<file path="src/rtl/tortoise_pkg.sv">
// Shared fetch/decode types and front-end sizing constants for the tortoise core.
package tortoise_pkg;

  localparam int INSTR_PER_FETCH = 2;
  localparam int INSTR_PER_ISSUE = 2;
  localparam int IFQ_SLOTS       = 8;

  typedef struct packed {
    logic [31:0] pc;
    logic [31:0] insn;
  } fetch_entry_t;

endpackage

</file>
<file path="src/rtl/instr_compact.sv">
// Lane-mask compaction: per-lane write offset (exclusive prefix popcount) and total enabled lanes.
module instr_compact #(
  parameter  int LANES = 2,
  localparam int CW    = $clog2(LANES + 1)
) (
  input  logic [LANES-1:0] mask,
  output logic [CW-1:0]    offset [LANES],
  output logic [CW-1:0]    total
);

  logic [CW-1:0] acc;

  always_comb begin
    acc = '0;
    for (int l = 0; l < LANES; l++) begin
      offset[l] = acc;
      acc       = acc + CW'(mask[l]);
    end
    total = acc;
  end

endmodule

</file>
<file path="src/rtl/instr_slot_queue.sv">
// Per-instruction fetch queue: compacts masked fetch rows into a circular slot buffer
// and presents the oldest ISSUE_WIDTH entries to decode.
module instr_slot_queue
  import tortoise_pkg::*;
#(
  parameter int INSTR_PER_ROW = INSTR_PER_FETCH,
  parameter int ISSUE_WIDTH   = INSTR_PER_ISSUE,
  parameter int DEPTH         = IFQ_SLOTS
) (
  input  logic                           clk_i,
  input  logic                           rst_ni,
  input  logic                           flush_i,
  input  logic                           valid_i,
  output logic                           ready_o,
  input  logic [INSTR_PER_ROW-1:0]       mask_i,
  input  fetch_entry_t                   instr_i [INSTR_PER_ROW],
  output logic [ISSUE_WIDTH-1:0]         valid_o,
  output fetch_entry_t                   instr_o [ISSUE_WIDTH],
  input  logic [$clog2(ISSUE_WIDTH+1)-1:0] pop_cnt_i,
  output logic [$clog2(DEPTH+1)-1:0]     usage_o
);

  localparam int PW  = $clog2(DEPTH);
  localparam int CW  = $clog2(DEPTH + 1);
  localparam int CCW = $clog2(INSTR_PER_ROW + 1);

  localparam logic [CW-1:0] DEPTH_C = CW'(DEPTH);
  localparam logic [CW-1:0] ROOM_C  = CW'(DEPTH - INSTR_PER_ROW);
  localparam logic [CW-1:0] ISSUE_C = CW'(ISSUE_WIDTH);

  fetch_entry_t  slots [DEPTH];
  logic [PW-1:0] rptr, wptr;
  logic [CW-1:0] count;

  logic [CCW-1:0] lane_off [INSTR_PER_ROW];
  logic [CCW-1:0] push_total;
  logic           push_en;
  logic [CW-1:0]  push_cnt, pop_req, pop_eff, avail;

  instr_compact #(.LANES(INSTR_PER_ROW)) u_compact (
    .mask   (mask_i),
    .offset (lane_off),
    .total  (push_total)
  );

  assign ready_o  = (count <= ROOM_C);
  assign push_en  = valid_i && ready_o && !flush_i;
  assign push_cnt = push_en ? CW'(push_total) : '0;

  // Decode may only retire what is both present and presented; excess is clamped.
  assign avail   = (count > ISSUE_C) ? ISSUE_C : count;
  assign pop_req = CW'(pop_cnt_i);
  assign pop_eff = (pop_req > avail) ? avail : pop_req;

  always_ff @(posedge clk_i or negedge rst_ni) begin
    if (!rst_ni) begin
      rptr  <= '0;
      wptr  <= '0;
      count <= '0;
    end else if (flush_i) begin
      rptr  <= '0;
      wptr  <= '0;
      count <= '0;
    end else begin
      rptr  <= rptr + PW'(pop_eff);
      wptr  <= wptr + PW'(push_cnt);
      count <= count + push_cnt - pop_eff;
    end
  end

  always_ff @(posedge clk_i) begin
    if (push_en) begin
      for (int l = 0; l < INSTR_PER_ROW; l++) begin
        if (mask_i[l]) slots[wptr + PW'(lane_off[l])] <= instr_i[l];
      end
    end
  end

  always_comb begin
    for (int k = 0; k < ISSUE_WIDTH; k++) begin
      valid_o[k] = (count > CW'(k));
      instr_o[k] = slots[rptr + PW'(k)];
    end
  end

  assign usage_o = count;

  a_pop_legal: assert property (@(posedge clk_i) disable iff (!rst_ni) pop_req <= avail);
  a_count_max: assert property (@(posedge clk_i) disable iff (!rst_ni) count <= DEPTH_C);
  a_ptr_count: assert property (@(posedge clk_i) disable iff (!rst_ni)
    (count == DEPTH_C) ? (wptr == rptr) : (PW'(count) == PW'(wptr - rptr)));

endmodule

</file>
<file path="config.mk">
export PLATFORM = sky130hd
export DESIGN_NAME = instr_slot_queue
export DESIGN_NICKNAME = d
export VERILOG_FILES = /design/src/rtl/tortoise_pkg.sv /design/src/rtl/instr_compact.sv /design/src/rtl/instr_slot_queue.sv
export SDC_FILE = /design/constraint.sdc
export NUM_CORES = 1
export LEC_CHECK = 0
export ABC_CLOCK_PERIOD_IN_PS = 9900
export BUFFER_PORTS_ARGS = -buffer_cell sky130_fd_sc_hd__buf_4
export CORE_MARGIN = 2
export CORE_UTILIZATION = 35
export DETAILED_ROUTE_END_ITERATION = 8
export SLEW_MARGIN = 40
export SYNTH_ARGS = -nofsm -noshare
export SYNTH_HDL_FRONTEND = slang
export SYNTH_SLANG_ARGS = --single-unit
export TNS_END_PERCENT = 5
</file>
<file path="constraint.sdc">
create_clock -name clk_i -period 9.9 [get_ports clk_i]
set_clock_uncertainty 0.05 [all_clocks]
set_input_delay 1.485 -clock clk_i [delete_from_list [all_inputs] [get_ports clk_i]]
set_output_delay 1.485 -clock clk_i [all_outputs]
set_load 0.005 [all_outputs]
</file>
# Word level (Yosys, flattened, before mapping)
# Memory sizes are Yosys's and may differ from the RTL's.
# Cells that the tools add are included.
word_totals:
  register_bits: 10
  ram_bits: 512
  inputBits: 136
  out_inout_bits: 135
  elab_cells: 31
  n_memories: 1
memory_table:
  columns: ["memory", "depth", "width", "rd", "rd_clocked_by_memory_dff", "write_ports", "line_no", "text"]
  rows:
  - ["slots", 8, 64, 2, 0, 2, "instr_slot_queue.sv:31", "fetch_entry_t slots [DEPTH];"]
op_classes:
  n_addsub: 7
  order_cmp: 5
  muxes: 12
  n_reduce_logical: 3
op_table:
  columns: ["operator", "n"]
  rows:
  - ["$mux W4", 3]
  - ["$gt A4 B1 Y1 const B", 2]
  - ["$mux W1", 6]
  - ["$mux W3", 2]
  - ["$add A4 B2 Y4", 1]
  - ["$gt A2 B4 Y1", 1]
  - ["$gt A4 B2 Y1 const B", 1]
  - ["$le A4 B3 Y1 const B", 1]
  - ["$sub A4 B4 Y4", 1]
  - ["$add A3 B1 Y3", 1]
  - ["$add A3 B1 Y3 const B", 1]
  - ["$add A3 B2 Y3", 1]
  - ["$add A3 B3 Y3", 1]
  - ["$add A1 B1 Y2", 1]
  - ["$logic_and A1 B1 Y1", 2]
  - ["$mux W2", 1]
  - ["$logic_not A1 Y1", 1]

# Longest topological paths before layout
# Gate-level depths: netlist (run 1).
logic_depth:
  ltp_word: 7
  ltp_mapped: 17
  depth_no_buf: 17

# Hierarchy
# From an unflattened synthesis (run 1), not the netlist that was laid out.
unflattened:
  hier_cells: 1653
  area_unflattened_um2: 30252.8
by_module_without_submodules:
  columns: ["mod", "n_inst", "cells_per_inst", "area_each_um2", "seq_area_each_um2"]
  rows:
  - ["instr_slot_queue", 1, 1647, 30206.5, 15625.0]
  - ["instr_compact", 1, 6, 46.3, 0.0]

# Worst setup path before layout (run 1)
# OpenSTA, ideal clock, no wires.
synth_timing:
  kind: "input-to-reg"
  start: "in mask_i[0]"
  end: "mem slots[3][0] (netlist bit), enable pin"
  setup_ns: 0.507
  arrival_ns: 5.508
  t_required_ns: 9.343
  slack_ns: 3.835
  cell_stages: 5
  n_path_buf: 0
  path_cell_list: "ha_1 > ha_1 > xnor2_2 > nand4_1 > a21oi_1"
synth_rtl:
  columns: ["item", "line_no", "text"]
  rows:
  - ["start, declared", "instr_slot_queue.sv:15", "input logic [INSTR_PER_ROW-1:0] mask_i,"]
  - ["end, declared", "instr_slot_queue.sv:31", null]

==> flow_summary.toml, run 1 <==
[pwr]
combPwrFrac_pct = 45.0
p_sw_uw = 2740
netSwitchingFraction_pct = 31.2
finalPower_uw = 8790
power_leakage_uw = 0.0116
pwr-share-seq_pct = 29.7
intPower_uw = 6050
ir_drop_mv = 0.200
clock_power_share_pct = 25.4
power_density_nw_per_um2 = 248

[setup_path]
timing.rr.end = "slots[2][6]$_DFFE_PP_"
crit_fanout = 36
cp_cell_sequence = "ha_4 > buf_4 > buf_6 > mux4_2 > mux2_2 > buf_4"
cp-end-kind = "output port"
reg2reg_depth = 6
cp_data_required_time_ns = 8.37
critical-path-max-stage-delay_ns = 0.81
crit_top_cell = "buf_4"
critPathBufInv = 3
worst_path_max_delay_cell = "ha_4"
worst-path-stages = 6
rrSetupSlack_ns = 6.05
start_kind = "register"
cp.arrival_ns = 4.19
crit_path_start = "rptr[0]$_DFF_PN0_"
rr_startpoint = "wptr[0]$_DFF_PN0_"
critPathCapture = "instr_o[51]"
worst-setup-path-type = "register to output port"
crit_family = "buffers and inverters"

[synth]
seq_area_frac_synth_pct = 51.8
async_flop_share_pct = 1.92
synth_area_leader_cell = "edfxtp_1"
synth_edf_count = 512
synthDistinctLibCells = 39
syn_nets = 1801
synth_area_per_cell_um2 = 18.3
synthMostInstantiatedCell = "mux2_2"
synth_common_cells = "mux2_2 (550), edfxtp_1 (512), mux4_2 (256)"
synth_top_area_share_pct = 51.0
yosys_warnings = 0
netlist_area_um2 = 30200
synth_area_leaders = "edfxtp_1 (51%), mux2_2 (21%), mux4_2 (19%)"
synthCells = 1647
synth_seq_cells = 522
synthFlopType = "edfxtp_1"

[timing]
period_needed_ns = 5.73
timing.fmax_ghz = 0.175
whs_ns = 0.662
finalCritPeriodShare_pct = 57.9
worst_pin_slew_ns = 0.864
hold_viol = 0
grt_setup_unrepaired = "no"
slew_headroom_pct = 42.4
setup_viol = 0
slew_violations = 0
tns_ns = 0

[outcome]
status = "finished, final reports clean"

[clocking]
cts_resized = 0
cts_buffer_depth = 3
cts_tree = "built"
cts_hold_buffers = 0
cts_root_buf = "clkbuf_16"
cts_buffers = 60
cts_setup_buffers = 0
clk_latency_ns = 0.60
htreeDepth = 2
clk_pin_slew_ns = 0.06
cts.sinks = 522

[finish]
seqCellArea_um2 = 15600
multi_input_area_um2 = 13900
nFillCells = 7676
final_area_um2 = 35400
final_util_pct = 41.6
area_growth_pct = 17.5
nNetsFinal = 2052
layout-drive-gt1-share_pct = 63.2

[routing]
first_pass_iters = 5
ant_nets = 0
viasPerCell = 5.67
drt-total-wl_mm = 88.5
drt_first_iter_violations = 1258
wl_per_cell_um = 28.6
drc_errors = 0
num_vias = 17500

[global_routing]
grt_usage_pct = 19.7
grt_pass1_vias = 19100
antenna_found_initial = 6
grt_pass1_wl_mm = 130
overflow = 0
grt_max_degree = 80

[floorplan]
coreArea_um2 = 85300
design.die.area_um2 = 88600
ios = 271
die-width_um = 298
die_y_um = 298
initial_core_util_pct = 35.4
num_rows = 107

[place]
dp.final_hpwl_mm = 50.9
numPortBuffers = 270
place.gp.congestion = 0.760
placed_area_um2 = 33400

[job]
max_cap_viol_count = 0

[min_path]
hp-class = "input port to async pin"
-- stage by stage --
| step | cells | worst slack, ns |
|---|---|---|
| after floorplan | 1647 | 3.83 |
| after global placement | 2974 | 4.14 |
| after detailed placement | 2978 | 4.46 |
| after CTS | 3089 | 3.80 |
| after global routing | 3091 | 3.88 |
| final | 3092 | 4.17 |
-- cell families after synthesis --
family | count (synthesis) | share of synthesized area [%]
muxes | 896 | 43.0
DFF | 522 | 51.8
buffers and inverters | 134 | 2.57
and+or+nand+nor | 53 | 1.18
adders and majority gates | 18 | 0.846
AOI/OAI and AO/OA | 17 | 0.357
xor gates and xnor gates | 7 | 0.253
-- layout by cell type, fill, tap and decap left out, types with 4 or more instances in the layout --
cell type and count:
edfxtp_1 512, nor2b_1 13, nor2_4 7, a21oi_4 5
bufinv_16 8, nor2_1 6, clkbuf_16 60, mux2_1 90
ha_1 13, clkinv_1 20, dfrtp_1 7, mux2_2 550
clkinv_2 11, buf_12 6, buf_4 298, inv_1 9
clkbuf_1 8, xnor2_1 4, nand3_1 9, nand2_1 4
mux4_2 256, fa_1 4, buf_6 9
-- cell type report --
class | count | area share (%)
Tap cell | 1144 | 4.04
Clock buffer | 68 | 4.32
Multi-Input combinational cell | 991 | 39.2
Timing Repair Buffer | 314 | 7.02
Sequential cell | 522 | 44.1
Inverter | 9 | 0.0953
Antenna cell | 1 | 0.00706
Clock inverter | 43 | 1.16
-- per-layer routing --
layer	share of wire [%]	GRT usage, %	vias up
met2	51	34.6	570
met3	5.7	3.31	105
li1	-	-	7440
met1	41	25.6	9421
met5	0.080	0	-
met4	1.7	4.23	10
-- registers in the layout, summed over array words and instances (netlist names) --
name / flops
wptr: 3
rptr: 3
usage_o: 4
slots: 512
-- power by group through the flow --
stage               Sequential, µW  Combinational [µW]  Clock, µW
floorplan                     2570                2560          0
global placement              2680                3940          0
detailed placement            2660                4020          0
CTS                           2610                4040       2270
global route                  2620                4230       2350
finish                        2610                3950       2230
-- how the worst min path moves through the flow --
stage                                end
CTS                 usage_o[3]$_DFF_PN0_
global placement    usage_o[0]$_DFF_PN0_
detailed placement  usage_o[0]$_DFF_PN0_
finish              usage_o[3]$_DFF_PN0_
global route        usage_o[3]$_DFF_PN0_
floorplan              rptr[0]$_DFF_PN0_
No activity file was read; power rests on OpenSTA's default activity.
==> run 2, diff against run 1 <==
ABC_AREA = 1   (was not set)
ABC_CLOCK_PERIOD_IN_PS = 5150   (was 9900)
clock period = 5.15 ns   (was 9.9 ns; I/O delays follow)
==> flow_summary.toml, run 2 <==
[synth]
synth_top_area_share_pct = 43.9
synth_area_per_cell_um2 = 7.59
synthMostInstantiatedCell = "nand2_1"
netlist_area_um2 = 35000
synth_area_leaders = "edfxtp_1 (44%), nand2_1 (18%), o21bai_1 (11%)"
seq_area_frac_synth_pct = 44.7
synth_seq_cells = 522
async_flop_share_pct = 1.92
yosys_warnings = 0
synth_edf_count = 512
synth_common_cells = "nand2_1 (1690), o21bai_1 (513), edfxtp_1 (512)"
synthDistinctLibCells = 29
synth_area_leader_cell = "edfxtp_1"
syn_nets = 4763
synthFlopType = "edfxtp_1"
synthCells = 4609

[finish]
layout-drive-gt1-share_pct = 10.5
area_growth_pct = 14.6
final_common_cell = "nand2_1"
mostFrequentLayoutCells = "nand2_1 (1688), o21bai_1 (513), edfxtp_1 (512), o21ai_0 (454), inv_1 (345)"
largest_reg_flops = 512
nNetsFinal = 4761
nFillCells = 9960
fin_cells = 5947

[min_path]
hp-class = "input port to register"

[global_routing]
grt_pass1_vias = 30900
antenna_found_initial = 2
grt_max_degree = 207
grt_usage_pct = 24.6
overflow = 0
grt_pass1_wl_mm = 194

[routing]
first_pass_iters = 6
wl_per_cell_um = 21.7
drc_errors = 0
viasPerCell = 5.44
drt_first_iter_violations = 3476
ant_nets = 0
drt-total-wl_mm = 129
num_vias = 32400

[clocking]
clk_pin_slew_ns = 0.06
cts_setup_buffers = 0
cts_resized = 0
cts_root_buf = "clkbuf_16"
htreeDepth = 3
cts.sinks = 522
clk_latency_ns = 0.59
cts_hold_buffers = 1
cts_buffers = 67
cts_tree = "built"
cts_buffer_depth = 3

[setup_path]
cp_cell_sequence = "buf_4 > clkinv_2 > buf_4 > nand2_1 > nand2_1 > buf_4"
crit_top_cell = "buf_4"
cp.arrival_ns = 3.38
worst_path_max_delay_cell = "clkinv_2"
crit_fanout = 42
start_kind = "register"
critical-path-max-stage-delay_ns = 0.60
cp_data_required_time_ns = 4.33
cp-end-kind = "output port"
worst-setup-path-type = "register to output port"

[floorplan]
die_y_um = 320
coreArea_um2 = 98700
design.die.area_um2 = 103000
num_rows = 115
die-width_um = 320
ios = 271
initial_core_util_pct = 35.4

[timing]
whs_ns = 0.381
worst_pin_slew_ns = 0.900
period_needed_ns = 4.20
hold_viol = 0
slew_headroom_pct = 40.0
setup_ws_ns = 0.949
setup_viol = 0
finalCritPeriodShare_pct = 81.6
tns_ns = 0
grt_setup_unrepaired = "no"
slew_violations = 0
timing.fmax_ghz = 0.238

[place]
place.gp.congestion = 0.806
place_ws_ns = 1.26
numPortBuffers = 270
place_inst = 5821
dp.final_hpwl_mm = 74.2

[pwr]
power_density_nw_per_um2 = 516
pwr-share-seq_pct = 23.9
netSwitchingFraction_pct = 44.1
intPower_uw = 11600
p_sw_uw = 9140
ir_drop_mv = 0.529
combPwrFrac_pct = 52.9
clock_power_share_pct = 23.2
power_leakage_uw = 0.0162

[job]
max_cap_viol_count = 0

[outcome]
status = "finished, final reports clean"
run 2: cell types whose count changed after synthesis, sizes merged, moves of 142 or more:
cell	change
o21ai	+457
a21oi	+316
inv	+346
nand2	+1690
mux2	-640
buf	+157
mux4	-256
o21bai	+513
nor2	+142
run 2: worst max-delay path, delay by kind of cell (launching register included):
kind / cells / cell delay (ns)
buf+inv: 4 / 1.86
flops: 1 / 0.46
simple gates: 2 / 0.40
run 2: worst paths after layout:
check	to	cells past startpoint	startpoint	slack [ns]
min in group asynchronous	usage_o[3]$_DFF_PN0_	2	rst_ni	0.49
setup / recovery	instr_o[127]	6	rptr[2]$_DFF_PN0_	0.95
hold / removal	rptr[2]$_DFF_PN0_	2	flush_i	0.38
max in group asynchronous	rptr[0]$_DFF_PN0_	2	rst_ni	4.39
setup reg to reg	slots[4][47]$_DFFE_PP_	9	wptr[0]$_DFF_PN0_	1.65
hold reg to reg	wptr[2]$_DFF_PN0_	1	wptr[2]$_DFF_PN0_	0.59
run 2: layer usage:
metal / wire length, µm / up-vias / share of wire [%] / GRT usage [%]
met5: 26 / - / 0.020 / 0
met3: 10900 / 247 / 8.4 / 3.40
li1: - / 15300 / - / -
met4: 4300 / 4 / 3.3 / 9.32
met2: 62300 / 1502 / 48 / 41.8
met1: 51700 / 15300 / 40 / 31.8
run 2: layout make-up:
cell class / count / area (µm²) / area share (%)
multi-input cells: 3310 / 16300 / 40.5
clock inverters: 35 / 343 / 0.855
flip-flops and latches: 522 / 15600 / 39.0
clock buffers: 86 / 1850 / 4.62
diodes: 1 / 2.50 / 0.00624
repair buffers: 351 / 3050 / 7.61
inverters: 355 / 1350 / 3.38
well taps: 1287 / 1610 / 4.01
run 2: power groups by stage:
stage,sequential [µW],clock (µW),combinational (µW)
global route,4960,5010,12000
finish,4950,4810,11000
CTS,4940,4860,10900
floorplan,4970,0,6190
global placement,5030,0,10800
detailed placement,5030,0,10900
run 2: kinds of logic after synthesis:
| kind of cell | Yosys count | synth area share, % |
|---|---|---|
| simple gates | 1866 | 20.5 |
| buf+inv | 777 | 9.35 |
| xor+xnor | 2 | 0.0501 |
| compound gates | 1424 | 24.7 |
| fa+ha+maj | 18 | 0.729 |
| flops | 522 | 44.7 |
run 2: metrics by stage:
stage               utilization [%]  total power [µW]  cell area, µm²
floorplan                         -             11200           35000
global placement               38.1             15800           37600
detailed placement             38.3             15900           37800
CTS                            40.6             20700           40000
global route                   40.6             22000           40100
finish                         40.6             20700           40100
==> run 3, diff against run 2 <==
ABC_CLOCK_PERIOD_IN_PS = 4340   (was 5150)
clock period = 4.34 ns   (was 5.15 ns; I/O delays follow)
==> flow_summary.toml, run 3 (same netlist as run 2, synthesis figures left out) <==
[outcome]
status = "finished, final reports clean"

[finish]
layout-drive-gt1-share_pct = 10.3
final_common_cell = "nand2_1"
largest_reg_flops = 512
final_area_um2 = 39900
mostFrequentLayoutCells = "nand2_1 (1688), o21bai_1 (513), edfxtp_1 (512), o21ai_0 (454), inv_1 (345)"
area_growth_pct = 14.1
nNetsFinal = 4757
fin_cells = 5938

[routing]
num_vias = 31900
first_pass_iters = 6
drt-total-wl_mm = 125
drc_errors = 0
drt_first_iter_violations = 3573
wl_per_cell_um = 21.1
viasPerCell = 5.38
ant_nets = 0

[setup_path]
rrSetupSlack_ns = 1.09
reg2reg_depth = 16
rr_startpoint = "usage_o[2]$_DFF_PN0_"
crit_fanout = 46
cp-end-kind = "output port"
crit_top_cell = "nand2_1"
cp_cell_sequence = "ha_4 > inv_2 > buf_12 > o21ai_0 > o22ai_1 > nand2_1 > nand2_1 > buf_4"
worst_path_max_delay_cell = "dfrtp_4"
worst-setup-path-type = "register to output port"
cp.arrival_ns = 3.14
start_kind = "register"
cp_data_required_time_ns = 3.64
timing.rr.end = "usage_o[3]$_DFF_PN0_"
critical-path-max-stage-delay_ns = 0.57

[timing]
finalCritPeriodShare_pct = 88.4
period_needed_ns = 3.84
worst_pin_slew_ns = 0.903
tns_ns = 0
grt_setup_unrepaired = "no"
timing.fmax_ghz = 0.261
hold_viol = 0
slew_violations = 0
setup_viol = 0
whs_ns = 0.242
slew_headroom_pct = 39.8

[global_routing]
grt_pass1_vias = 30400
grt_usage_pct = 23.7
overflow = 0
grt_pass1_wl_mm = 187
grt_max_degree = 213
antenna_found_initial = 2

[place]
place.gp.congestion = 0.796
numPortBuffers = 270
placed_area_um2 = 37800
dp.final_hpwl_mm = 72.9
place_inst = 5819

[floorplan]
design.die.area_um2 = 103000
die-width_um = 320
num_rows = 115
ios = 271
die_y_um = 320
coreArea_um2 = 98700
initial_core_util_pct = 35.4

[clocking]
cts_root_buf = "clkbuf_16"
cts_setup_buffers = 0
cts_tree = "built"
cts.sinks = 522
cts_buffer_depth = 3
clk_latency_ns = 0.61
clk_pin_slew_ns = 0.06
cts_resized = 0
cts_buffers = 66
htreeDepth = 3

[pwr]
pwr-share-seq_pct = 23.9
clock_power_share_pct = 22.4
power_density_nw_per_um2 = 616
ir_drop_mv = 0.547
p_sw_uw = 11000
power_leakage_uw = 0.0161
netSwitchingFraction_pct = 44.7
combPwrFrac_pct = 53.7
intPower_uw = 13600
finalPower_uw = 24600

[min_path]
hold_end = "rptr[2]$_DFF_PN0_"
holdPathStages = 2
hp-class = "input port to register"
min_from = "flush_i"

[job]
max_cap_viol_count = 0
[run 3: what timing repair did]
item / CTS / global route
hold buffers: 1 / 0
hold endpoints to repair: 10 / 0
setup endpoints to repair: 0 / 0
[run 3: per-layer routing]
metal  GRT usage (%)  vias to the layer above  wire length (µm)
li1                -                    15300                 -
met1            30.3                    15100             51800
met5               0                        -                27
met3            2.94                      218              8340
met2            41.2                     1303             61100
met4            8.34                        4              3710
[run 3: how the worst max path moves through the flow]
stage	startpoint	endpoint	slack, ns	cells after the start
after global placement	mask_i[0]	slots[0][56]$_DFFE_PP_	0.90	9
after CTS	rptr[0]$_DFF_PN0_	instr_o[0]	0.39	7
after global routing	rptr[0]$_DFF_PN0_	instr_o[8]	0.44	8
after detailed placement	mask_i[0]	slots[0][53]$_DFFE_PP_	0.81	9
after floorplan	mask_i[0]	slots[1][0]$_DFFE_PP_	-0.86	7
final	rptr[0]$_DFF_PN0_	instr_o[8]	0.50	8
[run 3: final cells by class]
type | instances | area, µm²
Clock inverter | 30 | 300
Timing Repair Buffer | 348 | 2990
Sequential cell | 522 | 15600
Fill cell | 9913 | 58800
Tap cell | 1287 | 1610
Clock buffer | 85 | 1790
Inverter | 355 | 1350
Multi-Input combinational cell | 3310 | 16300
Antenna cell | 1 | 2.50
[run 3: critical path: cells and delay by family, from the launching register on]
kind	cells	cell delay, ns
adder cells (fa/ha/maj)	1	0.34
flip-flops	1	0.57
AND/OR/NAND/NOR	2	0.24
buffers and inverters	3	1.01
AO/OA/AOI/OAI	2	0.29
[run 3: power by group through the flow]
| stage | clock [µW] | sequential [µW] | combinational (µW) |
|---|---|---|---|
| finish | 5520 | 5880 | 13200 |
| global route | 5760 | 5890 | 14400 |
| CTS | 5570 | 5880 | 13200 |
| detailed placement | 0 | 5990 | 13100 |
| global placement | 0 | 5980 | 13000 |
| floorplan | 0 | 5900 | 7350 |
[run 3: through the flow]
step	util [%]	worst slack, ns
2_1_floorplan	-	-0.857
3_3_place_gp	38.2	0.896
3_5_place_dp	38.3	0.814
4_1_cts	40.4	0.394
5_1_grt	40.5	0.443
6_report	40.5	0.503
